$ cat config.mk
export PLATFORM = sky130hd
export DESIGN_NAME = seq_master_flat
export DESIGN_NICKNAME = d
export VERILOG_FILES = /design/src/rtl/seq_master_pkg.sv /design/src/rtl/seq_master_if.sv /design/src/rtl/seq_master_alu.sv /design/src/rtl/seq_master.sv /design/src/flat_wrapper.sv
export SDC_FILE = /design/constraint.sdc
export NUM_CORES = 1
export LEC_CHECK = 0
export ABC_AREA = 1
export CORE_ASPECT_RATIO = 0.7
export CORE_MARGIN = 5
export CORE_UTILIZATION = 45
export CTS_CLUSTER_DIAMETER = 60
export DETAILED_ROUTE_END_ITERATION = 12
export DONT_BUFFER_PORTS = 1
export PLACE_DENSITY = 0.6
export SETUP_SLACK_MARGIN = 0.15
export SKIP_LAST_GASP = 1
export SYNTH_ARGS = -nofsm -noshare
export SYNTH_HDL_FRONTEND = slang
export SYNTH_SLANG_ARGS = --single-unit
$ cat constraint.sdc
create_clock -name clk -period 1.7 [get_ports clk]
set_input_delay 0.17 -clock clk [delete_from_list [all_inputs] [get_ports clk]]
set_output_delay 0.17 -clock clk [all_outputs]
set_load 0.01 [all_outputs]
$ cat src/rtl/seq_master_pkg.sv
// Shared opcode and FSM state encodings for the seq_master datapath master.
package seq_master_pkg;

    localparam int unsigned OP_W = 3;

    typedef enum logic [OP_W-1:0] {
        OP_NOP  = 3'b000,
        OP_LOAD = 3'b001,
        OP_ADD  = 3'b010,
        OP_SUB  = 3'b011,
        OP_SHL  = 3'b100,
        OP_SHR  = 3'b101,
        OP_ROL  = 3'b110,
        OP_CLR  = 3'b111
    } op_e;

    typedef enum logic [1:0] {
        ST_IDLE = 2'd0,
        ST_EXEC = 2'd1,
        ST_DONE = 2'd2
    } state_e;

endpackage

$ cat src/rtl/seq_master_if.sv
// Command handshake and result bus of seq_master; slave is the block, master the issuer.
interface seq_master_if
    import seq_master_pkg::*;
#(
    parameter int unsigned WIDTH = 8,
    parameter int unsigned CNT_W = 4
) ();

    logic             cmd_valid;
    logic             cmd_ready;
    logic [OP_W-1:0]  cmd_op;
    logic [WIDTH-1:0] cmd_operand;
    logic [CNT_W-1:0] cmd_cnt;
    logic             abort;
    logic [WIDTH-1:0] q;
    logic             flag;
    logic             busy;
    logic             done;

    modport slave (
        input  cmd_valid, cmd_op, cmd_operand, cmd_cnt, abort,
        output cmd_ready, q, flag, busy, done
    );

    modport master (
        output cmd_valid, cmd_op, cmd_operand, cmd_cnt, abort,
        input  cmd_ready, q, flag, busy, done
    );

endinterface

$ cat src/rtl/seq_master_alu.sv
// Single-iteration operation on the accumulator: returns next value and the flag contribution.
module seq_master_alu
    import seq_master_pkg::*;
#(
    parameter int unsigned WIDTH = 8
) (
    input  op_e              op,
    input  logic [WIDTH-1:0] q,
    input  logic [WIDTH-1:0] operand,
    output logic [WIDTH-1:0] next_q,
    output logic             flag_bit
);

    logic [WIDTH:0] sum;

    always_comb begin
        sum      = {1'b0, q} + {1'b0, operand};
        next_q   = q;
        flag_bit = 1'b0;
        case (op)
            OP_NOP:  ;
            OP_LOAD: next_q = operand;
            OP_ADD:  begin
                next_q   = sum[WIDTH-1:0];
                flag_bit = sum[WIDTH];
            end
            OP_SUB:  begin
                next_q   = q - operand;
                flag_bit = (operand > q);
            end
            OP_SHL:  begin
                next_q   = {q[WIDTH-2:0], 1'b0};
                flag_bit = q[WIDTH-1];
            end
            OP_SHR:  begin
                next_q   = {1'b0, q[WIDTH-1:1]};
                flag_bit = q[0];
            end
            OP_ROL:  next_q = {q[WIDTH-2:0], q[WIDTH-1]};
            OP_CLR:  next_q = '0;
            default: ;
        endcase
    end

endmodule

$ cat src/rtl/seq_master.sv
// Command-driven accumulator master: accepts one command, runs it for N iterations, pulses done.
module seq_master
    import seq_master_pkg::*;
#(
    parameter int unsigned WIDTH = 8,
    parameter int unsigned CNT_W = 4
) (
    input  logic        clk,
    input  logic        rst,
    seq_master_if.slave bus
);

    state_e           state, state_nxt;
    op_e              op_r;
    op_e              op_in;
    logic [WIDTH-1:0] operand_r;
    logic [CNT_W-1:0] rem;
    logic [CNT_W-1:0] iters;
    logic [WIDTH-1:0] q_r;
    logic             flag_r;
    logic             busy_r;
    logic             done_r;
    logic [WIDTH-1:0] alu_q;
    logic             alu_flag;
    logic             ready;
    logic             accept;
    logic             step;

    assign ready = (state == ST_IDLE) && !rst;
    assign op_in = op_e'(bus.cmd_op);

    // LOAD and CLR always run once; a zero count also means one iteration
    assign iters = (op_in == OP_LOAD || op_in == OP_CLR || bus.cmd_cnt == '0)
                   ? CNT_W'(1) : bus.cmd_cnt;

    seq_master_alu #(.WIDTH(WIDTH)) u_alu (
        .op       (op_r),
        .q        (q_r),
        .operand  (operand_r),
        .next_q   (alu_q),
        .flag_bit (alu_flag)
    );

    // Next-state and per-cycle strobes
    always_comb begin
        state_nxt = state;
        accept    = 1'b0;
        step      = 1'b0;
        case (state)
            ST_IDLE: begin
                if (bus.cmd_valid && ready) begin
                    accept    = 1'b1;
                    state_nxt = ST_EXEC;
                end
            end
            ST_EXEC: begin
                if (bus.abort) begin
                    state_nxt = ST_IDLE;
                end else begin
                    step = 1'b1;
                    if (rem == CNT_W'(1)) state_nxt = ST_DONE;
                end
            end
            ST_DONE: state_nxt = ST_IDLE;
            default: state_nxt = ST_IDLE;
        endcase
    end

    always_ff @(posedge clk) begin
        if (rst) begin
            state     <= ST_IDLE;
            op_r      <= OP_NOP;
            operand_r <= '0;
            rem       <= '0;
            q_r       <= '0;
            flag_r    <= 1'b0;
            busy_r    <= 1'b0;
            done_r    <= 1'b0;
        end else begin
            state  <= state_nxt;
            busy_r <= (state_nxt == ST_EXEC);
            done_r <= (state_nxt == ST_DONE);
            if (accept) begin
                op_r      <= op_in;
                operand_r <= bus.cmd_operand;
                rem       <= iters;
                flag_r    <= 1'b0;
            end
            if (step) begin
                q_r    <= alu_q;
                flag_r <= (op_r == OP_CLR) ? 1'b0 : (flag_r | alu_flag);
                rem    <= rem - CNT_W'(1);
            end
        end
    end

    assign bus.cmd_ready = ready;
    assign bus.q         = q_r;
    assign bus.flag      = flag_r;
    assign bus.busy      = busy_r;
    assign bus.done      = done_r;

endmodule

$ cat src/flat_wrapper.sv
// flat-port wrapper written by rule: the top's interface ports become plain ports
module seq_master_flat import seq_master_pkg::*;
#(
    parameter int unsigned WIDTH = 8,
    parameter int unsigned CNT_W = 4
)
  (clk, rst, bus_cmd_valid, bus_cmd_op, bus_cmd_operand, bus_cmd_cnt, bus_abort, bus_cmd_ready, bus_q, bus_flag, bus_busy, bus_done);
  seq_master_if #(.WIDTH(WIDTH), .CNT_W(CNT_W)) bus_i ();
  input  logic clk;
  input  logic rst;
  input wire logic [$bits(bus_i.cmd_valid)-1:0] bus_cmd_valid;
  input wire logic [$bits(bus_i.cmd_op)-1:0] bus_cmd_op;
  input wire logic [$bits(bus_i.cmd_operand)-1:0] bus_cmd_operand;
  input wire logic [$bits(bus_i.cmd_cnt)-1:0] bus_cmd_cnt;
  input wire logic [$bits(bus_i.abort)-1:0] bus_abort;
  output wire logic [$bits(bus_i.cmd_ready)-1:0] bus_cmd_ready;
  output wire logic [$bits(bus_i.q)-1:0] bus_q;
  output wire logic [$bits(bus_i.flag)-1:0] bus_flag;
  output wire logic [$bits(bus_i.busy)-1:0] bus_busy;
  output wire logic [$bits(bus_i.done)-1:0] bus_done;
  assign bus_i.cmd_valid = bus_cmd_valid;
  assign bus_i.cmd_op = bus_cmd_op;
  assign bus_i.cmd_operand = bus_cmd_operand;
  assign bus_i.cmd_cnt = bus_cmd_cnt;
  assign bus_i.abort = bus_abort;
  assign bus_cmd_ready = bus_i.cmd_ready;
  assign bus_q = bus_i.q;
  assign bus_flag = bus_i.flag;
  assign bus_busy = bus_i.busy;
  assign bus_done = bus_i.done;
  seq_master #(.WIDTH(WIDTH), .CNT_W(CNT_W)) u_core (.clk(clk), .rst(rst), .bus(bus_i));
endmodule
# After elaboration in Yosys (flattened, before gate mapping)

Cells that the tools add are included.

Flip-flop bits (word level): 28
Bits of input ports: 19
Output and inout port bits: 12
Logic and storage cells: 52

Add/subtract/negate cells: 3
$lt $le $gt $ge: 1
Equal/unequal tests: 13
Muxes and demuxes: 16
Bitwise gates (word level): 1
Reduce and logical (&&, ||, !) cells: 10

Operator list:

| cell                                                | count |
|---|---|
| one-hot mux 8 bit (7 select lines)                  | 1 |
| equality test 3 bit, second input constant          | 5 |
| two-way mux 4 bit                                   | 3 |
| adder 8 x 8 -> 9 bit                                | 1 |
| > comparator 8 bit                                  | 1 |
| subtractor 8 bit                                    | 1 |
| two-way mux 1 bit                                   | 7 |
| nonzero test 7 bit                                  | 1 |
| equality test 3 x 1 -> 1 bit, second input constant | 2 |
| equality test 3 x 2 -> 1 bit, second input constant | 2 |
| two-way mux 2 bit                                   | 3 |
| equality test 2 x 1 -> 1 bit, second input constant | 2 |
| equality test 4 x 1 -> 1 bit, second input constant | 1 |
| zero test 4 bit                                     | 1 |
| one-hot mux 1 bit (4 select lines)                  | 1 |
| one-hot mux 2 bit (2 select lines)                  | 1 |
| subtractor 4 x 1 -> 4 bit, second input constant    | 1 |
| equality test 2 bit, second input constant          | 1 |
| logical AND 1 bit                                   | 2 |
| zero test 2 bit                                     | 1 |
| logical OR 1 bit                                    | 2 |
| AND reduction 2 bit                                 | 1 |
| nonzero test 2 bit                                  | 1 |
| zero test 1 bit                                     | 1 |
| OR 1 bit                                            | 1 |

# Logic depth before layout (Yosys ltp)

Depth in word-level cells: 7
Gate-level depth with buffers: 14
Mapped depth without buffers: 13

# Cells and area by module

From an unflattened synthesis, not the netlist that was laid out.

Cells, all modules: 392
Area, all modules: 2,427.3 sq um

Modules (own cells, without submodules):

| module         | times used | cells each | area each (sq um) | seq. area each (sq um) |
|---|---|---|---|---|
| seq_master_alu | 1          | 230        | 1,233.7           | 0.0 |
| seq_master     | 1          | 162        | 1,193.6           | 560.5 |

# Worst setup path after synthesis

Ideal clock, no wire load.

Path type: register to register
Start: register u_core.q_r[0], in the netlist u_core.bus.q[0]
End: register u_core.flag_r, in the netlist u_core.bus.flag
Library setup time: 109 ps
Data arrival time: 1,633 ps
Data required time: 1,591 ps
Setup slack: -42 ps
Stages on the path, launching flop included: 14
Buffers on the path: 0
Path through: dfxtp_1 inv_1 ha_1 fa_1 inv_1 nand2_1 nand3_1 nand2_1 nand2_1 nand2_1 nand2_1 nand4_1 nand2_1 inv_1

Cells in the longest elaborated chain, start to end: 5
Elaborated cells between the ends (all ways): 6
Those cells by class: add/sub: 1; order compare: 1; mux: 3; bitwise: 1

Ends and longest elaborated chain:

| element                                                    | line                                       | source |
|---|---|---|
| from (decl)                                                | seq_master.sv:19                           | `logic [WIDTH-1:0] q_r;` |
| from (signal assigned)                                     | seq_master.sv:90                           | `q_r <= alu_q;` |
| adder 8 x 8 -> 9 bit or > comparator 8 bit (tied branches) | seq_master_alu.sv:17, seq_master_alu.sv:29 |  |
| one-hot mux 1 bit (4 select lines) *                       | seq_master_alu.sv:20                       | `case (op)` |
| OR 1 bit *                                                 | seq_master.sv:91                           | `flag_r <= (op_r == OP_CLR) ? 1'b0 : (flag_r \| alu_flag);` |
| two-way mux 1 bit *                                        | seq_master.sv:91                           |  |
| two-way mux 1 bit *                                        | seq_master.sv:89                           | `if (step) begin` |
| to (signal assigned)                                       | seq_master.sv:91                           |  |
| to (decl)                                                  | seq_master.sv:20                           | `logic flag_r;` |

Mark *: on every way between the ends. The rest lies on a longest branch, timed or not.
A chain may end at the register's enable or synchronous reset.

# Worst setup path in the final report

Ends and elaborated chain as after synthesis.

==> reports/metrics.cfg <==
[critical_path]
reg2reg_depth = 13
r2r-end = u_core.bus.flag
cp.arrival_ns = 1.90
cp.required_ns = 1.89
crit_type = reg -> reg
cp-start-kind = register
endpoint_kind = register
timing.reg2reg.setup_slack_ns = -0.02
path_max_fanout = 3
worstReg2RegStart = u_core.bus.q[0]

[cts]
cts_tree = built
cts.reportedPaths.clkPinSlew_ns = 0.11
insertion_delay_ns = 0.28
h-tree-depth = 1
cts_num_sinks = 28
cts_root_buffer = clkbuf_8
hold_buffers = 2
numCtsBuffers = 3
cts.path.max_buffers = 2

[synthesis]
yosysWarnings = 0
synth-compound-area-share_pct = 21.0
syn-cell-area_um2 = 2240
synth_seq_cells = 28
synth-simple-area-share_pct = 27.8
synth_nets = 379
synth_top_family_by_area = simple AND/OR/NAND/NOR gates
syn_avg_cell_area_um2 = 6.60
synthMuxAreaShare_pct = 0
netlist_instances = 340
synth-xor-area-share_pct = 0.390
ys_seq_area_share_pct = 25.0
synth_cell_types = 33
synth-adder-area-share_pct = 11.8

[worst_hold_path]
min_path_cells = 1
hp-class = in -> reg
min_from = rst
hold_end = u_core.bus.q[2]

[finish]
drive_above_1_share_pct = 26.0
layout.nets = 401
areaGrowthSynthToFinish_pct = 20.6
fillCellCount = 463
final_util_pct = 56.3
n_antenna_cell = 0
finalNonFillerCells = 430
design_area_um2 = 2710

[placed_design]
place_area_um2 = 2480
dp_cells = 421
place_ws_ns = -0.0563
portBuffers = 0
dp_hpwl_um = 5080
place.gp.congestion = 0.967

[global_route]
antenna_found_initial = 0
overflow = 0
grt_pass1_wl_um = 10900
grt_pass1_vias = 2189
grt_start_max_net_pins = 19
grt.total_usage_pct = 20.8

[timing]
finalSetupViolCount = 2
tightest_slew_ns = 0.354
max_slew_margin_pct = 76.4
fin_crit_sh_pct = 101
worst_slack_ns = -0.0186
slew_violations = 0
hold_viol = 13
clock_skew_ns = 0.00986
period_needed_ns = 1.72
fmax_mhz = 582
hold_slack_ns = -0.0640
grt_setup_unrepaired = true

[outcome]
outcome = finished with violations
violations = hold timing, setup timing

[routing]
viasPerCell = 5.32
wl_per_cell_um = 15.2
dr.pass1.iters = 5
drc = 0
routed-via-count = 2287
drt-initial-drc-count = 211
totalWireLength_um = 6540
final_antenna_net_count = 0

[die]
placement_rows = 21
core_um2 = 4810
io-pin-count = 31
die_height_um = 69.1
dieArea_um2 = 6520
die_x_um = 94.4
initial_core_util_pct = 46.7

[power]
leakage_nw = 1.21
finalPower_w = 0.00163
p_per_area_nw_per_um2 = 603
peakVddDrop_v = 0.000320

[flow_run]
maxCapViolations = 0

==> worst max path at each step <==
stage,slack (ns),start,to,cells after the start
6_report,-0.02,u_core.bus.q[0],u_core.bus.flag,13
5_1_grt,-0.11,u_core.bus.q[0],u_core.bus.q[2],9
4_1_cts,0.008,u_core.bus.q[0],u_core.bus.flag,13
3_5_place_dp,-0.06,u_core.bus.q[0],u_core.bus.flag,13
3_3_place_gp,-0.03,u_core.bus.q[0],u_core.bus.flag,13
2_1_floorplan,0.13,u_core.bus.q[0],u_core.bus.flag,13
==> power by group <==
group / internal (W) / switching (W)
clock network: 0.000208 / 0.000223
registers: 0.000686 / 0.0000324
logic: 0.000184 / 0.000299
==> cell usage in the layout (no fill, tap or decap), types with 5 or more instances in the layout <==
master,Yosys,routed
buf_4,0,24
a21oi_1,38,36
nand2_2,2,7
ha_1,18,11
nand2_1,72,66
dfxtp_1,28,19
nand3_1,29,22
nor3_1,6,5
ha_4,0,7
a21oi_2,6,8
nand4_1,6,6
dfxtp_2,0,6
inv_2,4,12
o21ai_0,25,25
nor2_1,17,14
inv_1,57,48
nand3_2,0,7
==> layout make-up <==
cell class	instances	area (µm²)	share of cell area, %
multi-input cells	240	1540	57.0
flip-flops and latches	28	579	21.4
inverters	63	244	9.01
clock buffers	4	55.1	2.03
well taps	69	86.3	3.19
repair buffers	26	200	7.39
==> logic make-up (layout without fill, tap and decap cells) <==
logic type,Yosys count,in the layout
simple gates,137,137
compound gates,82,82
buf+inv,72,93
flops,28,28
fa+ha+maj,20,20
xor+xnor,1,1
==> routing by layer <==
layer	global-route usage [%]	vias up	wire length [µm]
li1	-	1153	-
met1	31.4	1068	3360
met2	31.0	62	2820
met3	4.13	4	333
met4	3.21	0	29
met5	0	-	0
==> sequential cells by signal, indices dropped and copies added (netlist names) <==
name              flops
u_core.operand_r      8
u_core.state          2
u_core.bus.flag       1
u_core.op_r           3
u_core.rem            4
u_core.bus.busy       1
u_core.bus.q          8
u_core.bus.done       1
==> critical path, stage by stage, from the launching register on <==
cell and delay, ns:
dfxtp_4 0.40, inv_4 0.04, ha_4 0.16, fa_2 0.40
inv_2 0.11, nand2_4 0.06, nand3_2 0.06, nand2_2 0.06
nand2_2 0.06, nand2_1 0.05, nand2_1 0.06, nand4_1 0.07
nand2_1 0.07, inv_1 0.03
==> metrics by stage <==
step,hold slack [ns],TNS (ns)
3_5_place_dp,0.229,-0.0568
3_3_place_gp,0.229,-0.0526
4_1_cts,-0.0725,0
6_report,-0.0640,-0.0195
2_1_floorplan,0.306,0
5_1_grt,-0.0844,-0.494
==> synth_stat cells (all sizes together) <==
master	instances	area, µm²
fa	2	40.0
ha	18	225
xnor2	1	8.76
o31ai	1	7.51
bufbuf	1	32.5
a21oi	44	243
dfxtp	28	561
clkbuf	4	15.0
o32ai	1	8.76
buf	4	26.3
o21ai	26	130
a211oi	1	7.51
a311oi	1	8.76
inv	63	241
nand3	31	180
nand4	6	37.5
nor2	18	75.1
a31oi	5	46.3
o22ai	2	12.5
nand2	74	283
o211ai	1	7.51
nand3b	1	7.51
nor3	7	40.0
==> timing repair <==
item	4_1_cts	5_1_grt
setup buffers	2	1
pin swaps	6	15
endpoints found under the setup margin	8	10
hold endpoints to repair	15	13
gates resized for setup	21	13
(Power assumes the default switching activity.)
